## src/rtl/lfsr_pkg.sv

```systemverilog
`default_nettype none
// ============================================================================
//  Module  : lfsr_pkg
//  Purpose : Shared definitions for the shared-LFSR controller: datapath
//            width, feedback tap positions, controller FSM states and the
//            single-step LFSR next-state function.
//  Ports   : none (package)
//  Revision: 1.0 - initial release
// ============================================================================
package lfsr_pkg;

  localparam int LFSR_W = 16;

  // Feedback taps for x^16 + x^14 + x^13 + x^11 + 1 (bit positions in s).
  localparam int TAP_0 = 15;
  localparam int TAP_1 = 13;
  localparam int TAP_2 = 12;
  localparam int TAP_3 = 10;

  typedef enum logic [1:0] {
    IDLE    = 2'd0,
    STEP    = 2'd1,
    PRESENT = 2'd2
  } fsm_e;

  // Fibonacci step: shift left and insert the XOR of the taps at bit 0.
  function automatic logic [LFSR_W-1:0] lfsr_next(input logic [LFSR_W-1:0] s);
    return {s[LFSR_W-2:0], s[TAP_0] ^ s[TAP_1] ^ s[TAP_2] ^ s[TAP_3]};
  endfunction

endpackage
`default_nettype wire

```

## src/rtl/lfsr_step_reg.sv

```systemverilog
`default_nettype none
// ============================================================================
//  Module  : lfsr_step_reg
//  Purpose : 16-bit LFSR state register. A load takes priority over a step;
//            loading all-zeros substitutes ZERO_SUB so the LFSR can never
//            reach its lock-up state.
//  Ports   : clk      - rising-edge clock
//            reset    - asynchronous active-high reset (state <= RESET_SEED)
//            load     - load load_val (zero-guarded)
//            load_val - value to load
//            en       - advance the LFSR by one step
//            state    - current LFSR state
//  Revision: 1.0 - initial release
// ============================================================================
module lfsr_step_reg
  import lfsr_pkg::*;
#(
  parameter logic [LFSR_W-1:0] RESET_SEED = 16'd13,
  parameter logic [LFSR_W-1:0] ZERO_SUB   = 16'h0001
) (
  input  logic              clk,
  input  logic              reset,
  input  logic              load,
  input  logic [LFSR_W-1:0] load_val,
  input  logic              en,
  output logic [LFSR_W-1:0] state
);

  always_ff @(posedge clk or posedge reset) begin
    if (reset) begin
      state <= RESET_SEED;
    end else if (load) begin
      state <= (load_val == '0) ? ZERO_SUB : load_val;
    end else if (en) begin
      state <= lfsr_next(state);
    end
  end

endmodule
`default_nettype wire

```

## src/rtl/lfsr_share_ctrl.sv

```systemverilog
`default_nettype none
// ============================================================================
//  Module  : lfsr_share_ctrl
//  Purpose : Shares one 16-bit LFSR between NREQ requesters. A round-robin
//            arbiter picks a requester, the LFSR is advanced STEPS times and
//            the resulting word is presented over a valid/ready handshake.
//  Ports   : clk       - rising-edge clock
//            reset     - asynchronous active-high reset
//            seed_load - pulse: load seed_in into the LFSR (zero-guarded)
//            seed_in   - seed value
//            req       - level request per requester, held until served
//            rnd_gnt   - one-hot owner of the current transaction, 0 if idle
//            rnd_out   - delivered word, stable while rnd_valid
//            rnd_valid - rnd_out valid for the rnd_gnt owner
//            rnd_ready - consumer accept
//            busy      - transaction in progress (STEP or PRESENT)
//            state     - current LFSR state (monitor)
//  Revision: 1.0 - initial release
// ============================================================================
module lfsr_share_ctrl
  import lfsr_pkg::*;
#(
  parameter int                NREQ       = 2,
  parameter int                STEPS      = 16,
  parameter logic [LFSR_W-1:0] RESET_SEED = 16'd13,
  parameter logic [LFSR_W-1:0] ZERO_SUB   = 16'h0001
) (
  input  logic              clk,
  input  logic              reset,
  input  logic              seed_load,
  input  logic [LFSR_W-1:0] seed_in,
  input  logic [NREQ-1:0]   req,
  output logic [NREQ-1:0]   rnd_gnt,
  output logic [LFSR_W-1:0] rnd_out,
  output logic              rnd_valid,
  input  logic              rnd_ready,
  output logic              busy,
  output logic [LFSR_W-1:0] state
);

  localparam int         C_IDX_W = $clog2(NREQ);
  localparam logic [7:0] C_LAST  = 8'(STEPS - 1);

  fsm_e               r_fsm;
  fsm_e               w_fsm_nxt;
  logic [C_IDX_W-1:0] r_rr;
  logic [C_IDX_W-1:0] r_gnt_idx;
  logic [C_IDX_W-1:0] w_pick;
  logic [7:0]         r_cnt;
  logic               w_grant;
  logic               w_step;
  logic               w_cap;
  logic               w_done;
  logic [LFSR_W-1:0]  w_lfsr_nxt;

  lfsr_step_reg #(
    .RESET_SEED (RESET_SEED),
    .ZERO_SUB   (ZERO_SUB)
  ) u_lfsr (
    .clk      (clk),
    .reset    (reset),
    .load     (seed_load),
    .load_val (seed_in),
    .en       (w_step),
    .state    (state)
  );

  assign w_lfsr_nxt = lfsr_next(state);
  assign busy       = (r_fsm != IDLE);

  // Round-robin pick: scan from the highest offset down so that the set bit
  // closest to (at or after) the pointer is the last one written.
  always_comb begin
    w_pick = r_rr;
    for (int i = NREQ - 1; i >= 0; i--) begin
      if (req[C_IDX_W'((int'(r_rr) + i) % NREQ)]) begin
        w_pick = C_IDX_W'((int'(r_rr) + i) % NREQ);
      end
    end
  end

  always_ff @(posedge clk or posedge reset) begin
    if (reset) begin
      r_fsm <= IDLE;
    end else begin
      r_fsm <= w_fsm_nxt;
    end
  end

  // seed_load in STEP suppresses the step for that cycle (the register loads
  // instead) and restarts the count, so the word is STEPS steps of the seed.
  always_comb begin
    w_fsm_nxt = r_fsm;
    w_grant   = 1'b0;
    w_step    = 1'b0;
    w_cap     = 1'b0;
    w_done    = 1'b0;
    case (r_fsm)
      IDLE: begin
        if (|req) begin
          w_grant   = 1'b1;
          w_fsm_nxt = STEP;
        end
      end
      STEP: begin
        if (!seed_load) begin
          w_step = 1'b1;
          if (r_cnt == C_LAST) begin
            w_cap     = 1'b1;
            w_fsm_nxt = PRESENT;
          end
        end
      end
      PRESENT: begin
        if (rnd_valid && rnd_ready) begin
          w_done    = 1'b1;
          w_fsm_nxt = IDLE;
        end
      end
      default: w_fsm_nxt = IDLE;
    endcase
  end

  always_ff @(posedge clk or posedge reset) begin
    if (reset) begin
      rnd_gnt   <= '0;
      rnd_out   <= '0;
      rnd_valid <= 1'b0;
      r_rr      <= '0;
      r_gnt_idx <= '0;
      r_cnt     <= '0;
    end else begin
      if (w_grant) begin
        rnd_gnt   <= NREQ'(1) << w_pick;
        r_gnt_idx <= w_pick;
        r_cnt     <= '0;
      end
      if (r_fsm == STEP && seed_load) begin
        r_cnt <= '0;
      end else if (w_step) begin
        r_cnt <= r_cnt + 8'd1;
      end
      if (w_cap) begin
        rnd_out   <= w_lfsr_nxt;
        rnd_valid <= 1'b1;
      end
      if (w_done) begin
        rnd_valid <= 1'b0;
        rnd_gnt   <= '0;
        r_rr      <= (int'(r_gnt_idx) == NREQ - 1) ? '0 : r_gnt_idx + 1'b1;
      end
    end
  end

endmodule
`default_nettype wire

```

## config.mk

```make
export PLATFORM = sky130hd
export DESIGN_NAME = lfsr_share_ctrl
export DESIGN_NICKNAME = d
export VERILOG_FILES = /design/src/rtl/lfsr_pkg.sv /design/src/rtl/lfsr_step_reg.sv /design/src/rtl/lfsr_share_ctrl.sv
export SDC_FILE = /design/constraint.sdc
export NUM_CORES = 1
export LEC_CHECK = 0
export BUFFER_PORTS_ARGS = -buffer_cell sky130_fd_sc_hd__buf_4
export CORE_ASPECT_RATIO = 0.75
export CORE_MARGIN = 8
export CORE_UTILIZATION = 42
export CTS_CLUSTER_DIAMETER = 40
export DETAILED_ROUTE_END_ITERATION = 10
export GPL_TIMING_DRIVEN = 0
export PLACE_DENSITY = 0.68
export SYNTH_ARGS = -nofsm -noshare
export SYNTH_HDL_FRONTEND = slang
export SYNTH_SLANG_ARGS = --single-unit
```

## constraint.sdc

```tcl
create_clock -name clk -period 1.6 [get_ports clk]
set_input_delay 0.08 -clock clk [delete_from_list [all_inputs] [get_ports clk]]
set_output_delay 0.08 -clock clk [all_outputs]
set_load 0.03 [all_outputs]
```

* Word-level counts from Yosys, hierarchy flattened
Index checks and enable logic that the tools add are counted.
** Operators by class
- Add/sub/neg operators :: 3
- Magnitude comparators :: 2
- Eq/ne operators :: 7
- Shift-type cells :: 1
- Muxes and demuxes :: 31
- Bitwise logic cells :: 3
- Reductions and logical operators :: 11
** Operators with widths (number)
- $mux 16 :: 3
- $mux 8 :: 3
- $mux 1 :: 18
- $logic_not 16->1 :: 1
- $mux 2 :: 6
- $add 8x1->8 const B :: 1
- $eq 8x4->1 const B :: 1
- $ne 2x2->1 const B :: 4
- $reduce_bool 2->1 :: 4
- $lt 1x3->1 const B :: 2
- $pmux 2 s3 :: 1
- $reduce_and 4->1 :: 1
- $reduce_bool 3->1 :: 1
- $xor 1x1->1 :: 3
- $add 1x1->1 const B :: 2
- $eq 2x1->1 const B :: 1
- $eq 2x2->1 const B :: 1
- $logic_and 1x1->1 :: 2
- $logic_not 2->1 :: 1
- $reduce_or 2->1 :: 1
- $shl 1x1->2 const A :: 1
** Storage, ports and cells
- Flip-flop bits (word level) :: 47
- Input port bits :: 22
- Output and inout port bits :: 36
- Logic and storage cells :: 66

* Depth between registers and ports, before layout
Gate-level depths: netlist of the first run.
- Word-level depth :: 9
- Gate-level depth with buffers :: 6
- Gate-level depth less buffers :: 5

* Hierarchy
A second synthesis of the first run with hierarchy kept.
** Second synthesis, totals
- Cell total of the unflattened synthesis :: 191
- Area total of the unflattened synthesis :: 2193.4 um2
** By module, submodules not included
- lfsr_share_ctrl :: times used 1, cells an instance 113, area each 1387.6 um2, seq. area each 775.7 um2
- lfsr_step_reg :: times used 1, cells an instance 78, area each 805.8 um2, seq. area each 404.1 um2

* Worst setup path after synthesis of the first run
No wires, ideal clock.
- Path type :: register -> register
- Start :: register r_cnt[0]
- End :: register rnd_out[10]
- Library setup time :: 0.125 ns
- Arrival time :: 1.473 ns
- Required time :: 1.475 ns
- Setup slack :: 0.002 ns
- Stages on the path, launching flop included :: 7
- Path through :: dfrtp_1 -> ha_1 -> and3_1 -> buf_2 -> nand3_4 -> buf_6 -> mux2_4
** Between the ends
- Cells in the longest elaborated chain, start to end :: 4
** Ends and longest elaborated chain
- start, declared :: RTL line lfsr_share_ctrl.sv:49 : logic [7:0] r_cnt;
- start signal, assigned :: RTL line lfsr_share_ctrl.sv:141 : r_cnt <= r_cnt + 8'd1;
- $eq 8x4->1 :: RTL line lfsr_share_ctrl.sv:108 : if (r_cnt == C_LAST) begin
- $mux 1 :: RTL line lfsr_share_ctrl.sv:108
- $mux 1 :: RTL line lfsr_share_ctrl.sv:106 : if (!seed_load) begin
- $mux 1 :: RTL line lfsr_share_ctrl.sv:98 : case (r_fsm)
- end signal, assigned :: RTL line lfsr_share_ctrl.sv:144 : rnd_out <= w_lfsr_nxt;
- end, declared :: RTL line lfsr_share_ctrl.sv:34 : output logic [LFSR_W-1:0] rnd_out,
No other way between the ends.
A chain may end at the register's enable or synchronous reset.

* Worst setup path after layout of the first run
- Start :: register r_cnt[5]
- End :: register rnd_out[1]
Same word-level chain as after synthesis.

==> results of run 1 <==
## sequential cells by signal, summed over array words and instances, names as in the netlist
register / cells
r_cnt: 8
r_fsm: 2
r_gnt_idx: 1
r_rr: 1
rnd_gnt: 2
rnd_out: 16
rnd_valid: 1
u_lfsr.state: 16
## per-layer routing
| metal | global-route usage | up-vias | share of wire |
|---|---|---|---|
| li1 | - | 855 | - |
| met1 | 0.197 | 845 | 0.46 |
| met2 | 0.210 | 53 | 0.45 |
| met3 | 0.0444 | 9 | 0.069 |
| met4 | 0.0548 | 0 | 0.019 |
| met5 | 0 | - | 0 |
## cells in the mapped netlist (all sizes together) (2+ instances only)
| cell | count | share of area |
|---|---|---|
| dfrtp | 44 | 0.48 |
| nand2 | 30 | 0.049 |
| o21ai | 28 | 0.062 |
| buf | 20 | 0.066 |
| mux2 | 15 | 0.086 |
| mux2i | 15 | 0.066 |
| nor2 | 7 | 0.019 |
| clkbuf | 5 | 0.0082 |
| nor4 | 4 | 0.018 |
| dfstp | 3 | 0.035 |
| inv | 3 | 0.0049 |
| nor3 | 3 | 0.0066 |
| a21boi | 2 | 0.0066 |
| and3 | 2 | 0.0055 |
| nand3 | 2 | 0.0099 |
| nand4 | 2 | 0.0055 |
| or2 | 2 | 0.0055 |
| xnor2 | 2 | 0.0077 |
| xor2 | 2 | 0.0077 |
## worst min-delay path, delay by kind of cell
| family | cells | cell delay (ns) |
|---|---|---|
| simple gates | 1 | 0.05 |
| buf+inv | 1 | 0.09 |
| compound gates | 1 | 0.06 |
## cell families after synthesis
logic type,share of synthesized area
and+or+nand+nor,0.135
DFF,0.518
muxes,0.152
buffers and inverters,0.0791
adders and majority gates,0.00549
AOI/OAI and AO/OA,0.0956
xor gates and xnor gates,0.0154
## where the power goes
part	internal [mW]	switching, mW
clock network	0.624	0.393
logic	0.213	0.228
registers	1.24	0.0589
total	2.08	0.680
## stage by stage
step                      setup TNS [ns]   util  hold WS [ns]  setup slack [ns]
after detailed placement           -1.00  0.531        0.0110            -0.147
after global routing             -0.0305  0.591        0.0276           -0.0121
after floorplan                        0      -         0.187           0.00197
final                                  0  0.591        0.0173            0.0776
after global placement            -10.57  0.527         0.301            -0.225
after CTS                              0  0.583       0.00207           0.00114
## worst max path at each step
stage	slack [ns]	end	depth (start not counted)	start
finish	0.08	rnd_out[1]	4	r_cnt[5]
global route	-0.01	rnd_out[1]	4	r_cnt[5]
CTS	0.001	rnd_out[6]	5	r_cnt[1]
detailed placement	-0.15	rnd_out[12]	6	r_cnt[0]
global placement	-0.22	rnd_out[6]	2	reset
floorplan	0.002	rnd_out[10]	6	r_cnt[0]
## final cells by class
type                       instances  area [um^2]  share of cell area
buffer                            23          171              0.0548
inverter                           3         11.3             0.00360
multi-input combinational        130          937               0.300
timing repair buffer              74          601               0.192
tap                               75         93.8              0.0300
sequential                        47         1180               0.378
clock buffer                       6         72.6              0.0232
clock inverter                     2         60.1              0.0192
## timing repair
item | 4_1_cts | 5_1_grt
setup endpoints to repair | 12 | 18
pin swaps | 2 | 2
hold buffers | 8 | 0
gates resized for setup | 4 | 6
setup buffers | 5 | 4
hold endpoints to repair | 51 | 0
cloned | 0 | 0
==> flow_metrics.tcl, run 1 <==
set metrics [dict create \
    status "finished, final reports clean" \
    num_vias 1762 \
    worst_setup_path_start_kind "register" \
    crit_slowest_cell "dfrtp_2" \
    fin_area_um2 3130 \
    insertion_delay_ns 0.30 \
    core_um2 5300 \
    htree_levels 2 \
    cts_tree "yes" \
    grt_pass1_vias 1773 \
    path_cells "nor4_4 > nand3_4 > buf_12 > mux2_4" \
    maxCapViolCount 0 \
    r2r_slack_ns 0.08 \
    slowest_delay_ns 0.45 \
    syn_inst 205 \
    grt_pass1_wl_mm 9.07 \
    p_leak_nw 1.53 \
    firstDrtPassIters 4 \
    syn_area_um2 2280 \
    drv_slew 0 \
    worstMarginPinSlew_ns 0.398 \
    path_clk_slew_ns 0.08 \
    wl_per_cell_um 15.6 \
    hold_start "seed_in[6]" \
    die-height_um 79.8 \
    total_power_mw 2.76 \
    cts_buffers 5 \
    fin_crit_sh 0.952 \
    hold_path_depth 3 \
    drc 0 \
    path_delay_family "simple AND/OR/NAND/NOR gates" \
    setup_viol 0 \
    via_per_inst 4.89 \
    place_hpwl_mm 3.88 \
    routed_wl_mm 5.62 \
    dieArea_um2 8060 \
    rows 23 \
    diodes 0 \
    min_path_type "primary input to register" \
    die_x_um 101 \
    cts-root-buf "clkbuf_8" \
    min_to "u_lfsr.state[6]" \
    cts_buffer_depth 2 \
    worstPathArrival_ns 1.71 \
    cts.sinks 47 \
    slew_headroom 0.735 \
    synth.distinct_cells 41 \
    vdd_drop_max_uv 684 \
    synth.ff_latch_count 47 \
    max_freq_ghz 0.657 \
    worstPathRequired_ns 1.78 \
    nets 307 \
    end_kind "register" \
    path_class "register to register" \
    fill_cells 473 \
    layout_common_cells "buf_4, dfrtp_1, nand2_1, o21ai_0, mux2i_1" \
    synthArstFlopShare 1.00 \
    ant_nets 0 \
    grt_start_max_net_pins 40 \
    hold_violations 0 \
    grt_antenna_before_repair 0 \
    r2r-end "rnd_out[1]" \
    critPathBufInv 1 \
    synth_seq_area_share 0.518 \
    p_per_area_nw_per_um2 883 \
    reg2reg_from "r_cnt[5]" \
    synth_warnings 0 \
    overflow 0 \
    grt_use_total 0.145 \
    syn_area_per_cell_um2 11.1 \
    layout_commonest_cell "buf_4" \
    drive_above_1_share 0.418 \
    rsz0062_at_grt "yes" \
    postPlaceCellArea_um2 2810 \
    dp_cells 337 \
    start_util 0.430 \
    io-pin-count 58 \
    path_max_fanout 7 \
    ys.flop_type "dfrtp_1" \
    drt_iter0_drc 84 \
    ff2ff_path_depth 4 \
    synth_enable_flop_cells 0 \
    min_period_ns 1.52 \
    final_cell_count_no_fill 360 \
    finClkSkew_ns 0.00817 \
    place_congestion 0.775 \
    area_growth_pct 37.3 \
    io_buffers 56 \
    synth_nets 228 \
]
Note: power is estimated with default switching activity, not from simulation.
==> run 2, diff against run 1 <==
- SYNTH_HIERARCHICAL: unset -> 1
==> run 2 against run 1 <==
  * The run now ends with negative setup slack left
  * Die area fell by 3.1%
  * Total power rose by 4.1%
  * Core utilization rose by 1.7 points
  * Clock power fell by 18%
  * Sequential power rose by 6%
  * Routed wire length fell by 6.6%
  * Critical endpoint is now rnd_out[7]
==> flow_metrics.tcl, run 2 <==
set metrics [dict create \
    grt_start_max_net_pins 32 \
    htree_levels 2 \
    drc 0 \
    p_per_area_nw_per_um2 955 \
    min_path_type "primary input to register" \
    cts_buffers 5 \
    hold_ws_ns 0.0150 \
    synth_warnings 6 \
    syn_inst 191 \
    synth_most_common_cell "dfrtp_1" \
    vdd_drop_max_uv 491 \
    worstPathRequired_ns 1.78 \
    synthArstFlopShare 1.00 \
    drive_above_1_share 0.393 \
    end_kind "register" \
    ff2ff_path_depth 4 \
    drt_iter0_drc 76 \
    min_period_ns 1.86 \
    finClkSkew_ns 0.00643 \
    synth_top_area_frac 0.502 \
    max_freq_ghz 0.538 \
    grt_pass1_wl_mm 8.83 \
    via_per_inst 5.15 \
    overflow 0 \
    hold_violations 0 \
    min_to "u_lfsr/state[3]" \
    synthSimpleGateAreaFrac 0.110 \
    crit_slowest_cell "or4_4" \
    io-pin-count 58 \
    status "complete, but fails checks" \
    layout_commonest_cell "buf_4" \
    place_hpwl_mm 3.78 \
    diodes 0 \
    synth_compound_area_frac 0.0987 \
    layout_common_cells "buf_4, dfrtp_1, nand2_1, mux2i_1, o21ai_1" \
    critPathLaunch "r_cnt[7]" \
    firstDrtPassIters 4 \
    slew_headroom 0.581 \
    io_buffers 57 \
    core_um2 4950 \
    synth.distinct_cells 37 \
    dieArea_um2 7810 \
    nets 292 \
    reg2reg_from "r_cnt[7]" \
    grt_antenna_before_repair 0 \
    synth_fa_ha_area_frac 0.00570 \
    maxCapViolCount 0 \
    synth.ff_latch_count 47 \
    ant_nets 0 \
    insertion_delay_ns 0.29 \
    cts.sinks 47 \
    cts-root-buf "clkbuf_8" \
    place_congestion 0.844 \
    grt_pass1_vias 1790 \
    setup_viol 28 \
    num_vias 1700 \
    ys.flop_type "dfrtp_1" \
    final_core_util 0.608 \
    r2r-end "rnd_out[7]" \
    cts_tree "yes" \
    routed_wl_mm 5.25 \
    wl_per_cell_um 15.9 \
    hold_path_depth 3 \
    die-height_um 78.6 \
    reg.largest.list "rnd_out x16, u_lfsr/state x16, r_cnt x8" \
    hold_start "seed_in[3]" \
    syn_area_um2 2190 \
    synth_seq_area_share 0.538 \
    fin_crit_sh 1.16 \
    path_cells "or4_4 > or3_4 > buf_12 > mux2_4" \
    slowest_delay_ns 0.54 \
    path_max_fanout 9 \
    grt_use_total 0.141 \
    syn_area_per_cell_um2 11.5 \
    worstPathArrival_ns 2.04 \
    path_class "register to register" \
    setup_slack_ns -0.258 \
    cts_buffer_depth 2 \
    synth_top_family_by_area "multiplexers" \
    synth_nets 214 \
    failed_checks "negative setup slack" \
    area_growth_pct 37.3 \
    r2r_slack_ns -0.26 \
    yosysTopAreaCell "dfrtp_1" \
    synth.area.top_cells "dfrtp_1, mux2i_1, o21ai_0, mux2_4, mux2_2" \
    worst_setup_path_start_kind "register" \
    fill_cells 420 \
    synth.area.mux_share 0.179 \
    start_util 0.443 \
    rsz0062_at_grt "yes" \
    p_leak_nw 1.50 \
    worstMarginPinSlew_ns 0.628 \
    synth_enable_flop_cells 0 \
    die_x_um 99.4 \
    rows 22 \
    synth_common_cells "dfrtp_1, o21ai_0, nand2_1" \
    tns_ns -5.23 \
    path_clk_slew_ns 0.08 \
    drv_slew 0 \
    synthXorXnorAreaFrac 0.0240 \
]
## run 2: cell types whose count changed after synthesis, moves of 3 or more
| cell | change |
|---|---|
| buf_2 | -3 |
| mux2_1 | -3 |
| a21oi_1 | +6 |
| nand2_1 | -7 |
| buf_4 | -15 |
| mux2_2 | +4 |
| inv_1 | +3 |
## run 2: how the worst max path moves through the flow
stage / end / cells after the start
6_report: rnd_out[7] / 4
5_1_grt: rnd_out[7] / 4
4_1_cts: rnd_out[5] / 5
3_5_place_dp: rnd_out[6] / 5
3_3_place_gp: rnd_out[4] / 5
2_1_floorplan: rnd_out[0] / 5
## run 2: where the power goes
group	internal [mW]	total [mW]	switching [mW]
combinational	0.299	0.655	0.357
sequential	1.28	1.38	0.101
clock	0.468	0.839	0.372
total	2.05	2.88	0.829
## run 2: layer usage
| layer | routed length [um] | global-route usage |
|---|---|---|
| met1 | 2500 | 0.180 |
| met2 | 2370 | 0.218 |
| met3 | 335 | 0.0520 |
| met4 | 38 | 0.0392 |
| met5 | 0 | 0 |
## run 2: logic make-up (layout without fill, tap and decap cells)
kind of cell / count (synthesis) / after routing
AND/OR/NAND/NOR: 48 / 48
flip-flops: 47 / 47
AO/OA/AOI/OAI: 40 / 40
multiplexers: 34 / 34
buffers and inverters: 15 / 94
XOR/XNOR: 6 / 6
adder cells (fa/ha/maj): 1 / 1
## run 2: timing repair
item,CTS,global route
resized for setup,4,14
hold endpoints to repair,21,1
setup buffers,4,0
hold buffers,9,1
pin swaps,0,1
endpoints found under the setup margin,35,38
## run 2: cell type report
type                    instances  area, um^2  area share
flip-flops and latches         47        1180       0.393
multi-input cells             129         932       0.310
repair buffers                 72         598       0.199
plain buffers                   8        85.1      0.0283
clock buffers                   7        76.3      0.0254
well taps                      60        75.1      0.0249
clock inverters                 1        30.0     0.00998
inverters                       6        30.0     0.00998
## run 2: worst max-delay path, delay by kind of cell, from the launching register on
kind / cells / cell delay, ns
buffers and inverters: 1 / 0.16
multiplexers: 1 / 0.29
AND/OR/NAND/NOR: 2 / 0.92
flip-flops: 1 / 0.38
## run 2: metrics by stage
step	std cells	setup slack (ns)	power [mW]	instance area, um^2
after global placement	308	-0.386	2.01	2710
final	330	-0.258	2.88	3010
after detailed placement	308	-0.422	2.02	2710
after global routing	330	-0.303	3.01	3010
after CTS	329	-0.351	2.89	2970
after floorplan	191	-0.307	1.78	2210
==> run 3, diff against run 2 <==
--- a/config.mk
+++ b/config.mk
@@ -14,3 +14,3 @@
 export GPL_TIMING_DRIVEN = 0
-export PLACE_DENSITY = 0.68
+export PLACE_DENSITY = 0.66
 export SYNTH_ARGS = -nofsm -noshare
==> constraint.sdc (replaced) <==
create_clock -name clk -period 1.8 [get_ports clk]
set_input_delay 0.09 -clock clk [delete_from_list [all_inputs] [get_ports clk]]
set_output_delay 0.09 -clock clk [all_outputs]
set_load 0.05 [all_outputs]
==> run 3 against run 2 <==
  * The run still ends with negative setup slack left
  * Maximum frequency is 0.35% lower
  * Hold slack worse by 0.0099 ns
  * Sequential power is 11% lower
  * Final cell count is 0.91% lower
  * Clock power is 22% lower
  * Worst setup slack better by 0.19 ns
  * Sequential share of layout area is 0.91 points higher
  * Die area stayed put
  * Via count is 0.71% lower
  * Global-route usage is 0.49 points lower
  * Non-clock buffer count is 3 lower
  * Flip-flop and latch count stayed put
  * Largest power group unchanged
==> flow_metrics.tcl, run 3 (same netlist as run 2, synthesis figures left out) <==
set metrics [dict create \
    hold_start "seed_in[10]" \
    hold_ws_ns 0.00518 \
    reg.largest.list "rnd_out x16, u_lfsr/state x16, r_cnt x8" \
    firstDrtPassIters 4 \
    core_um2 4950 \
    switching_share 0.331 \
    reg2reg_from "r_cnt[5]" \
    place_congestion 0.840 \
    cell_internal_pwr_mw 1.71 \
    min_to "u_lfsr/state[10]" \
    path_class "register to register" \
    max_freq_ghz 0.536 \
    p_switching_uw 844 \
    clkPwrFrac 0.258 \
    grt_antenna_before_repair 0 \
    hold_violations 0 \
    min_period_ns 1.86 \
    layout_commonest_cell "buf_4" \
    diodes 0 \
    r2r_slack_ns -0.06 \
    grt_pass1_wl_mm 8.38 \
    worstPathRequired_ns 1.99 \
    path_max_fanout 10 \
    p_per_area_nw_per_um2 867 \
    drv_slew 0 \
    ant_nets 0 \
    total_power_mw 2.55 \
    cts.sinks 47 \
    dieArea_um2 7810 \
    maxCapViolCount 0 \
    final_cell_count_no_fill 327 \
    finClkSkew_ns 0.0103 \
    rsz0062_at_grt "yes" \
    setup_slack_ns -0.0646 \
    crit_slowest_cell "or4_4" \
    end_kind "register" \
    slowest_delay_ns 0.54 \
    preCtsSetupSlack_ns -0.211 \
    seqPwrFrac 0.481 \
    place_hpwl_mm 3.71 \
    drt_iter0_drc 55 \
    drive_above_1_share 0.404 \
    drc 0 \
    area_growth_pct 34.0 \
    layout_common_cells "buf_4, dfrtp_1, o21ai_0, nand2_1, mux2i_1" \
    dp_cells 308 \
    grt_pass1_vias 1660 \
    die_x_um 99.4 \
    min_path_type "primary input to register" \
    vdd_drop_max_uv 413 \
    io-pin-count 58 \
    status "complete, but fails checks" \
    rows 22 \
    cts_buffers 5 \
    grt_start_max_net_pins 32 \
    worstMarginPinSlew_ns 0.608 \
    grt_use_total 0.136 \
    wl_per_cell_um 15.7 \
    hold_path_depth 3 \
    slew_headroom 0.594 \
    path_clk_slew_ns 0.08 \
    htree_levels 2 \
    io_buffers 57 \
    die-height_um 78.6 \
    worst_setup_path_start_kind "register" \
    r2r-end "rnd_out[5]" \
    cts_tree "yes" \
    insertion_delay_ns 0.30 \
    fin_crit_sh 1.04 \
    num_vias 1688 \
    via_per_inst 5.16 \
    worstPathArrival_ns 2.05 \
    overflow 0 \
    cts-root-buf "clkbuf_8" \
    path_delay_family "simple AND/OR/NAND/NOR gates" \
    critPathLaunch "r_cnt[5]" \
    combPwrFrac 0.261 \
    setup_viol 16 \
    path_cells "or4_4 > or3_4 > buf_12 > mux2_4" \
    routed_wl_mm 5.12 \
    nets 289 \
    cts_buffer_depth 2 \
    failed_checks "negative setup slack" \
    p_leak_nw 1.48 \
    ff2ff_path_depth 4 \
    critPathBufInv 1 \
    start_util 0.443 \
]
==> run 3: changes by cell type in the layout (fill, tap and decap cells not counted), sizes merged <==
cell,delta
dlygate4sd3,-6
clkinv,+1
buf,+3
bufinv,-1
==> run 3: worst max path at each step <==
stage,depth (start not counted),end
3_5_place_dp,5,rnd_out[4]
4_1_cts,5,rnd_out[5]
6_report,4,rnd_out[5]
5_1_grt,4,rnd_out[7]
2_1_floorplan,5,rnd_out[0]
3_3_place_gp,5,rnd_out[5]
==> run 3: through the flow <==
stage | instance area [um^2] | setup TNS, ns | utilization
2_1_floorplan | 2190 | -0.857 | -
3_3_place_gp | 2700 | -3.25 | 0.544
3_5_place_dp | 2700 | -3.48 | 0.544
4_1_cts | 2880 | -1.85 | 0.582
5_1_grt | 2940 | -1.24 | 0.593
6_report | 2940 | -0.749 | 0.593
==> run 3: tightest hold or removal path, stage by stage <==
cell and delay, ns:
buf_4 0.08, nand2_1 0.04, o21ai_0 0.05
==> run 3: final cells by class <==
type	count	area (um^2)
clock buffer	7	86.3
tap	60	75.1
clock inverter	1	5.00
multi-input combinational	129	938
buffer	7	61.3
fill	438	2020
inverter	6	22.5
timing repair buffer	70	568
sequential	47	1180
==> run 3: power by group through the flow <==
stage                     Sequential [mW]  Combinational, mW  Clock, mW
after global placement               1.24              0.628          0
after detailed placement             1.25              0.637          0
after global routing                 1.24              0.715      0.712
after CTS                            1.22              0.658      0.676
final                                1.23              0.666      0.658
after floorplan                      1.43              0.229          0
==> run 3: timing repair <==
item / 4_1_cts / 5_1_grt
resized for setup: 3 / 4
buffers inserted: 5 / 3
setup endpoints to repair: 31 / 18
pin swaps: 0 / 2
hold buffers: 4 / 0
endpoints found under the hold margin: 16 / 0
==> run 3: layer usage <==
metal	GRT usage	vias up	share of wire
met5	0	-	0
met4	0.0542	0	0.013
met3	0.0529	7	0.075
met2	0.199	45	0.45
met1	0.175	816	0.46
li1	-	820	-
